--- config.mk ---
export PLATFORM = sky130hd
export DESIGN_NAME = mem_port_arbiter
export DESIGN_NICKNAME = d
export VERILOG_FILES = /design/src/rtl/mem_pkg.sv /design/src/rtl/mem_lane_align.sv /design/src/rtl/mem_port_arbiter.sv
export SDC_FILE = /design/constraint.sdc
export NUM_CORES = 1
export LEC_CHECK = 0
export BUFFER_PORTS_ARGS = -buffer_cell sky130_fd_sc_hd__buf_2
export CORE_AREA = 8 8 91 93
export DETAILED_ROUTE_END_ITERATION = 16
export DIE_AREA = 0 0 99 101
export GPL_TIMING_DRIVEN = 0
export HOLD_SLACK_MARGIN = 0.02
export PLACE_DENSITY = 0.73
export SYNTH_ARGS = -nofsm -noshare
export SYNTH_HDL_FRONTEND = slang
export SYNTH_SLANG_ARGS = --single-unit
--- constraint.sdc ---
create_clock -name i_clk -period 3.7 [get_ports i_clk]
set_clock_uncertainty 0.2 [all_clocks]
set_input_delay 0.555 -clock i_clk [delete_from_list [all_inputs] [get_ports i_clk]]
set_output_delay 0.555 -clock i_clk [all_outputs]
set_load 0.02 [all_outputs]
--- src/rtl/mem_pkg.sv ---
// Shared types for the memory port arbiter: access size, owner, read tag.
// Also holds the alignment helpers used by the MA request path.
package mem_pkg;

  typedef enum logic [1:0] {
    SZ_BYTE = 2'b00,
    SZ_HALF = 2'b01,
    SZ_WORD = 2'b10,
    SZ_RSVD = 2'b11
  } size_e;

  typedef enum logic {
    OWN_IF = 1'b0,
    OWN_MA = 1'b1
  } owner_e;

  typedef struct packed {
    logic       valid;
    owner_e     owner;
    logic [1:0] off;
    size_e      size;
    logic       err;
  } rd_tag_t;

  function automatic logic misaligned(size_e sz, logic [1:0] off);
    logic m;
    unique case (sz)
      SZ_BYTE: m = 1'b0;
      SZ_HALF: m = off[0];
      SZ_WORD: m = |off;
      SZ_RSVD: m = 1'b1;
    endcase
    return m;
  endfunction

  function automatic logic [1:0] align_off(size_e sz, logic [1:0] off);
    logic [1:0] o;
    unique case (sz)
      SZ_BYTE: o = off;
      SZ_HALF: o = {off[1], 1'b0};
      SZ_WORD: o = 2'b00;
      SZ_RSVD: o = 2'b00;
    endcase
    return o;
  endfunction

endpackage

--- src/rtl/mem_lane_align.sv ---
// Byte-lane steering: store lane mask and data replication,
// and load extraction with zero-extension to the access size.
module mem_lane_align
  import mem_pkg::*;
(
  input  size_e       i_st_size,
  input  logic [1:0]  i_st_off,
  input  logic [31:0] i_st_data,
  output logic [3:0]  o_st_be,
  output logic [31:0] o_st_data,
  input  size_e       i_ld_size,
  input  logic [1:0]  i_ld_off,
  input  logic [31:0] i_ld_word,
  output logic [31:0] o_ld_data
);

  logic [31:0] shifted;

  always_comb begin
    o_st_be   = 4'b1111;
    o_st_data = i_st_data;
    unique case (i_st_size)
      SZ_BYTE: begin
        o_st_be   = 4'b0001 << i_st_off;
        o_st_data = {4{i_st_data[7:0]}};
      end
      SZ_HALF: begin
        o_st_be   = 4'b0011 << {i_st_off[1], 1'b0};
        o_st_data = {2{i_st_data[15:0]}};
      end
      default: ;
    endcase
  end

  assign shifted = i_ld_word >> {i_ld_off, 3'b000};

  always_comb begin
    o_ld_data = shifted;
    unique case (i_ld_size)
      SZ_BYTE: o_ld_data = {24'h0, shifted[7:0]};
      SZ_HALF: o_ld_data = {16'h0, shifted[15:0]};
      default: ;
    endcase
  end

endmodule

--- src/rtl/mem_port_arbiter.sv ---
// Single-port RAM arbiter, MA over IF with starvation escape.
// MEM_ARB_MISALIGN_ERR_EN: misaligned MA accesses raise o_ma_err.
module mem_port_arbiter
  import mem_pkg::*;
#(
  parameter int ADDR_W     = 10,
  parameter int STARVE_MAX = 4
) (
  input  logic              i_clk,
  input  logic              i_rst_n,
  input  logic              i_clk_en,
  input  logic              i_ma_req,
  input  logic              i_ma_we,
  input  logic [31:0]       i_ma_addr,
  input  logic [31:0]       i_ma_wdata,
  input  logic [1:0]        i_ma_size,
  output logic              o_ma_gnt,
  output logic              o_ma_rvalid,
  output logic [31:0]       o_ma_rdata,
  output logic              o_ma_err,
  input  logic              i_if_req,
  input  logic [31:0]       i_if_addr,
  output logic              o_if_gnt,
  output logic              o_if_rvalid,
  output logic [31:0]       o_if_rdata,
  output logic              o_ram_en,
  output logic [3:0]        o_ram_we,
  output logic [ADDR_W-1:0] o_ram_addr,
  output logic [31:0]       o_ram_wdata,
  input  logic [31:0]       i_ram_rdata,
  output logic              o_stall
);

  localparam int CW = $clog2(STARVE_MAX + 1);

  logic [CW-1:0] starve_q;
  rd_tag_t       tag_q;
  rd_tag_t       tag_d;
  size_e         ma_size;
  logic          ma_mis;
  logic [1:0]    ma_off;
  logic          if_pri;
  logic          ma_issue;
  logic [3:0]    st_be;
  logic [31:0]   st_data;
  logic [31:0]   ld_data;
  logic          unused_addr;

  assign ma_size = size_e'(i_ma_size);

`ifdef MEM_ARB_MISALIGN_ERR_EN
  assign ma_mis = misaligned(ma_size, i_ma_addr[1:0]);
  assign ma_off = i_ma_addr[1:0];
`else
  assign ma_mis = 1'b0;
  assign ma_off = align_off(ma_size, i_ma_addr[1:0]);
`endif

  // IF wins only once MA has held the port STARVE_MAX times
  assign if_pri   = i_if_req && (starve_q == CW'(STARVE_MAX));
  assign o_ma_gnt = i_clk_en && i_ma_req && !if_pri;
  assign o_if_gnt = i_clk_en && i_if_req && !o_ma_gnt;
  assign ma_issue = o_ma_gnt && !ma_mis;

  assign o_ram_en    = ma_issue || o_if_gnt;
  assign o_ram_we    = (ma_issue && i_ma_we) ? st_be : 4'b0000;
  assign o_ram_wdata = st_data;
  assign o_ram_addr  = o_ma_gnt ? i_ma_addr[ADDR_W+1:2]
                                : i_if_addr[ADDR_W+1:2];

  assign o_stall = (i_ma_req && !o_ma_gnt) || (i_if_req && !o_if_gnt);

  assign unused_addr = ^{i_ma_addr[31:ADDR_W+2],
                         i_if_addr[31:ADDR_W+2],
                         i_if_addr[1:0]};

  mem_lane_align u_lane (
    .i_st_size (ma_size),
    .i_st_off  (ma_off),
    .i_st_data (i_ma_wdata),
    .o_st_be   (st_be),
    .o_st_data (st_data),
    .i_ld_size (tag_q.size),
    .i_ld_off  (tag_q.off),
    .i_ld_word (i_ram_rdata),
    .o_ld_data (ld_data)
  );

  always_comb begin
    tag_d = '{valid: 1'b0, owner: OWN_IF, off: 2'b00,
              size: SZ_WORD, err: 1'b0};
    if (o_ma_gnt) begin
      tag_d.valid = !i_ma_we || ma_mis;
      tag_d.owner = OWN_MA;
      tag_d.off   = ma_off;
      tag_d.size  = ma_size;
      tag_d.err   = ma_mis;
    end else if (o_if_gnt) begin
      tag_d.valid = 1'b1;
    end
  end

  always_ff @(posedge i_clk or negedge i_rst_n) begin
    if (!i_rst_n) begin
      tag_q <= '{valid: 1'b0, owner: OWN_IF, off: 2'b00,
                 size: SZ_WORD, err: 1'b0};
    end else begin
      tag_q <= tag_d;
    end
  end

  always_ff @(posedge i_clk or negedge i_rst_n) begin
    if (!i_rst_n) begin
      starve_q <= '0;
    end else if (i_clk_en) begin
      if (o_if_gnt || !i_if_req) begin
        starve_q <= '0;
      end else if (o_ma_gnt && starve_q != CW'(STARVE_MAX)) begin
        starve_q <= starve_q + CW'(1);
      end
    end
  end

  assign o_ma_rvalid = tag_q.valid && tag_q.owner == OWN_MA && !tag_q.err;
  assign o_if_rvalid = tag_q.valid && tag_q.owner == OWN_IF;
  assign o_ma_err    = tag_q.valid && tag_q.err;
  assign o_ma_rdata  = o_ma_rvalid ? ld_data : 32'h0;
  assign o_if_rdata  = o_if_rvalid ? i_ram_rdata : 32'h0;

endmodule

* Word level (Yosys, flattened, before mapping)
Cells that the tools add are included.
** Operators by class
- Add/subtract/negate cells :: 1
- Equal/unequal tests :: 6
- Shifts and indexed selects :: 3
- Multiplexer cells :: 13
- Bitwise gates (word level) :: 1
- Reductions and logical operators :: 27
** Operators with widths (number)
- 32-bit case mux with 2 select lines :: 2
- 32-bit two-way mux :: 2
- 32-bit by 5-bit right shift with 32-bit output :: 1
- 1-bit logical AND :: 13
- 10-bit two-way mux :: 1
- 4-bit case mux with 2 select lines :: 1
- 1-bit zero test :: 6
- 3-bit two-way mux :: 2
- 6-bit two-way mux :: 1
- 2-bit case mux with 3 select lines :: 1
- 2-bit by 1-bit equality test with 1-bit output (second input constant) :: 2
- 2-bit equality test (second input constant) :: 2
- 2-bit zero test :: 2
- 4-bit two-way mux :: 1
- 1-bit by 2-bit << shifter with 4-bit output (first input constant) :: 1
- 2-bit by 2-bit << shifter with 4-bit output (first input constant) :: 1
- 3-bit by 1-bit adder with 3-bit output (second input constant) :: 1
- 3-bit equality test (second input constant) :: 1
- 1-bit logical OR :: 3
- 3-bit inequality test (second input constant) :: 1
- 1-bit two-way mux :: 2
- 2-bit AND reduction :: 1
- 2-bit nonzero test :: 1
- 2-bit OR reduction :: 1
- 1-bit inverter :: 1
** Word-level totals
- Register bits after elaboration :: 10
- Input port bits :: 136
- Output and inout port bits :: 117
- Word-level logic and storage cells :: 57

* Logic depth before layout (Yosys ltp)
- Depth after elaboration :: 9
- Mapped depth :: 6
- Gate-level depth less buffers :: 6

* By module
Synthesis repeated with hierarchy kept, for this count alone.
** Unflattened totals
- Cell total of the unflattened synthesis :: 263
- Area total of the unflattened synthesis :: 2155.8 um^2
** By module, submodules not included
- mem_lane_align :: instances 1, cells each 135, area each 1101.1 um^2, seq. area each 0.0 um^2
- mem_port_arbiter :: instances 1, cells each 128, area each 1054.8 um^2, seq. area each 226.5 um^2

* Worst setup path after synthesis
No wires, ideal clock.
- Path kind :: register to output
- Start point :: register starve_q[0]
- End point :: output o_ram_we[2]
- Arrival time :: 1.538 ns
- Required time :: 2.945 ns
- Path slack :: 1.407 ns
- Cell stages (with the launch flop) :: 7
- Buffers on the path :: 1
- Cells stage by stage :: dfrtp_1 inv_1 ha_1 nand3_2 nand3_4 buf_6 a211oi_1
** Between the ends
- Word-level cells in the longest chain between the ends :: 6
** Ends and longest elaborated chain
- from (decl) :: RTL line mem_port_arbiter.sv:36 : logic [CW-1:0] starve_q;
- from (signal assigned) :: RTL line mem_port_arbiter.sv:119 : starve_q <= starve_q + CW'(1);
- 3-bit equality test :: RTL line mem_port_arbiter.sv:60 : assign if_pri = i_if_req && (starve_q == CW'(STARVE_MAX));
- 1-bit logical AND :: RTL line mem_port_arbiter.sv:60
- 1-bit zero test :: RTL line mem_port_arbiter.sv:61 : assign o_ma_gnt = i_clk_en && i_ma_req && !if_pri;
- 1-bit logical AND :: RTL line mem_port_arbiter.sv:61
- 1-bit logical AND :: RTL line mem_port_arbiter.sv:66 : assign o_ram_we = (ma_issue && i_ma_we) ? st_be : 4'b0000;
- 4-bit two-way mux :: RTL line mem_port_arbiter.sv:66
- to (decl) :: RTL line mem_port_arbiter.sv:27 : output logic [3:0] o_ram_we,
Every way passes these cells.

* Final worst setup path
- Start point :: register starve_q[0]
- End point :: output o_ram_addr[7]
** Between the ends
- Word-level cells in the longest chain between the ends :: 5
** Ends and longest elaborated chain
- 3-bit equality test :: RTL line mem_port_arbiter.sv:60
- 1-bit logical AND :: RTL line mem_port_arbiter.sv:60
- 1-bit zero test :: RTL line mem_port_arbiter.sv:61
- 1-bit logical AND :: RTL line mem_port_arbiter.sv:61
- 10-bit two-way mux :: RTL line mem_port_arbiter.sv:68 : assign o_ram_addr = o_ma_gnt ? i_ma_addr[ADDR_W+1:2]
- to (decl) :: RTL line mem_port_arbiter.sv:28 : output logic [ADDR_W-1:0] o_ram_addr,
Every way passes these cells.

==> results.md <==
* Outcome: finished clean
* Core Box Area at 6940 um^2
* Ys Warns at 0
* Synth cell count leaders: and2_1, mux2i_1, mux2_2
* Post-Synth Simple-Gate Area at 29.8%
* HPWL Detailed at between 7000 and 8000 um
* Crit path required time at between 2 and 3 ns
* RSZ-0062 raised after global routing: no
* Final period util at between 60% and 70%
* Power share of the clock group at slightly below 20%
* TritonRoute pass-1 iters at 4
* Startpoint Class: register
* Dominant synthesized flop cell: dfrtp_1
* PwrDens at 190 nW/um^2
* Seq pwr share at 18.2%
* Root Buffer: clkbuf_8
* Clk slew on worst S/H paths at 0.04 ns
* Post-Syn Nets at 372
* P_int at 0.000332 W
* Max Freq at ~390 MHz
* EDFF count, synth at 0
* Max Slew Vio Count at 0
* Cts repair resizes at 0
* DR DRC count at 0
* Routed len/inst at 16.7 um
* Min Tclk post-route at 2.58 ns
* Combinational Power Share at 62.5%
* Initial Util at a little over a quarter
* Post-synthesis mux area share at between 20 and 30%
* Mean Syn Cell Area at 8.03 um^2
* Vias in the first global route at around 2.8k
* Share of the synthesized area in the top cell type at 13.8%
* Insertion delay to the later sink of the worst-skew pair at 0.23 ns
* Share of cells above drive strength 1 at approximately three fifths
* VDD IR max at around 0.095 mV
* # port buffers at about 210
* Distinct cell type count after synthesis at 39
* Clock Tree Buf Depth at 2
* Largest family of logic cells by synthesized area: simple AND/OR/NAND/NOR gates
* Setup slack after placement at 1.26 ns
* Final WL at ~8800 um
* Register area at about 230 um^2
* Synth Area in Adders at 1.33%
* Inserted Diodes at 0
* Synth top area cells: mux2_2, and2_1, mux2i_1
* Slew headroom at about 57%
* Compound-cell area share of the yosys netlist at 16.3%
* Std cell rows at 31
* Most frequent cell after synthesis: and2_1
* Die Height at 101 um
* Fillers at a little over 700
* Pin count of the biggest net entering global routing at 11
* Ys async rst share at 100%
* Num Clock Sinks at 9
* Setup TNS at 0 ns
* H-tree depth at 1
* Vias at 2570
* Most area-hungry cell type in the Yosys netlist: mux2_2
* IO Count at 253
* Max Cap Viol at 0
* Fin nets at between 500 and 600
* Peak fanout along the critical path at 10
* Slew @ Worst Pin at 0.639 ns
* Static Leakage at 1.78 nW
* RePlAce Congestion at just under 1
* Switching share of total power at 43.3%
* First-pass GRT wire length at 13700 um
* Post-synthesis xor/xnor area fraction at 0%
* Antenna violations before repair at 0
* Hold Fails Final Rpt at 0
* Synth Instances at 234
* Die width at 99 um
* Area grow syn2layout at 63.8%
* Crit. End Element: output port
* PnR worst setup slack at around 1.1 ns
* FF+latch count, synth at 9
* Total grt overflow at 0
* Antenna Nets Post-Route at 0
* Die Footprint at 10000 um^2
* Syn Std Cell Area at 1880 um^2
* Switching pwr at 0.000254 W
* CTS tree: done
* Vias/cell at 4.86
* Kind of critical path: reg -> out
* Total track usage at about 17%
* 1st-iter DRT viols at 84
* Critical Path AT at approximately 1.8 ns
* Final setup viols at 0
* Seq/Total Area, Yosys at 12.1%
* Worst min-delay path class: reg -> reg
* Multi-input logic area at roughly 1400 um^2
* CTS Buf Count at 3
==> power by group through the flow <==
| stage | Combinational (W) | Sequential [W] | Clock [W] |
|---|---|---|---|
| global placement | 0.000363 | 0.000108 | 0 |
| floorplan | 0.000213 | 0.000108 | 0 |
| finish | 0.000366 | 0.000107 | 0.000113 |
| CTS | 0.000369 | 0.000107 | 0.000116 |
| detailed placement | 0.000367 | 0.000108 | 0 |
| global route | 0.000396 | 0.000107 | 0.000121 |
==> kinds of logic after synthesis <==
logic type / count (synthesis)
compound gates: 44
buf+inv: 32
flops: 9
simple gates: 96
mux: 50
fa+ha+maj: 2
other cells: 1
==> state kept, by name, indices dropped and copies added, names as in the netlist <==
register,count
tag_q,6
starve_q,3
==> per-stage QoR <==
| stage | instance area [um^2] | hold WS [ns] | utilization (%) | power (W) | std cells |
|---|---|---|---|---|---|
| 3_3_place_gp | 3020 | 0.204 | 43.5 | 0.000471 | 524 |
| 4_1_cts | 3080 | 0.364 | 44.3 | 0.000592 | 529 |
| 5_1_grt | 3080 | 0.387 | 44.3 | 0.000624 | 529 |
| 2_1_floorplan | 1880 | 0.0594 | - | 0.000321 | 234 |
| 3_5_place_dp | 3020 | 0.209 | 43.5 | 0.000475 | 524 |
| 6_report | 3080 | 0.363 | 44.3 | 0.000586 | 529 |
==> worst max-delay path, stage by stage (launching register included) <==
cell and delay, ns:
dfrtp_1 0.37, inv_1 0.09, ha_1 0.21, nand3_2 0.11
nand3_4 0.17, buf_6 0.17, mux2_4 0.30, buf_2 0.16
==> layout make-up <==
type	count	share of cell area (%)
multi-input cells	193	46.7
flip-flops and latches	9	7.36
plain buffers	26	6.22
well taps	82	3.33
clock buffers	4	1.46
inverters	6	0.732
repair buffers	209	34.1
==> layer usage <==
metal / GRT usage (%) / wire, um / vias to the layer above
met4: 5.79 / 204 / 0
met1: 16.2 / 3230 / 1129
li1: - / - / 1239
met2: 30.5 / 4220 / 185
met3: 7.39 / 1190 / 17
met5: 0 / 0 / -
==> placed cells by master, fill, tap and decap left out, types with 2 or more instances in the layout <==
master and count:
mux2_4 3, a21oi_1 2, nor2b_1 9, a211oi_1 17
clkbuf_8 3, and2_1 40, and2b_1 2, nor2_1 19
ha_1 2, nor3_1 2, buf_6 2, nor2_2 2
o211a_1 2, nor3b_1 2, nand2_1 12, buf_4 12
mux2i_1 24, o22ai_1 3, mux2_2 23, clkbuf_1 6
buf_2 213, inv_1 6, o21ai_0 10, dfrtp_1 8
a2bb2oi_1 7
==> worst paths after layout <==
| path | startpoint | end | slack [ns] | depth (start not counted) |
|---|---|---|---|---|
| setup / recovery | starve_q[0] | o_ram_addr[7] | 1.12 | 7 |
| max in group asynchronous | i_rst_n | tag_q[2] | 2.57 | 2 |
| hold reg to reg | starve_q[0] | starve_q[0] | 0.36 | 3 |
| setup reg to reg | starve_q[0] | tag_q[6] | 2.07 | 6 |
| min in group asynchronous | i_rst_n | starve_q[2] | 0.50 | 2 |
| hold / removal | starve_q[0] | starve_q[0] | 0.36 | 3 |
==> what timing repair did <==
action                                 in CTS  in global routing
endpoints found under the hold margin       8                  0
buffers inserted                            0                  0
setup endpoints to repair                   0                  0
hold buffers                                1                  0
(Power assumes the default switching activity.)
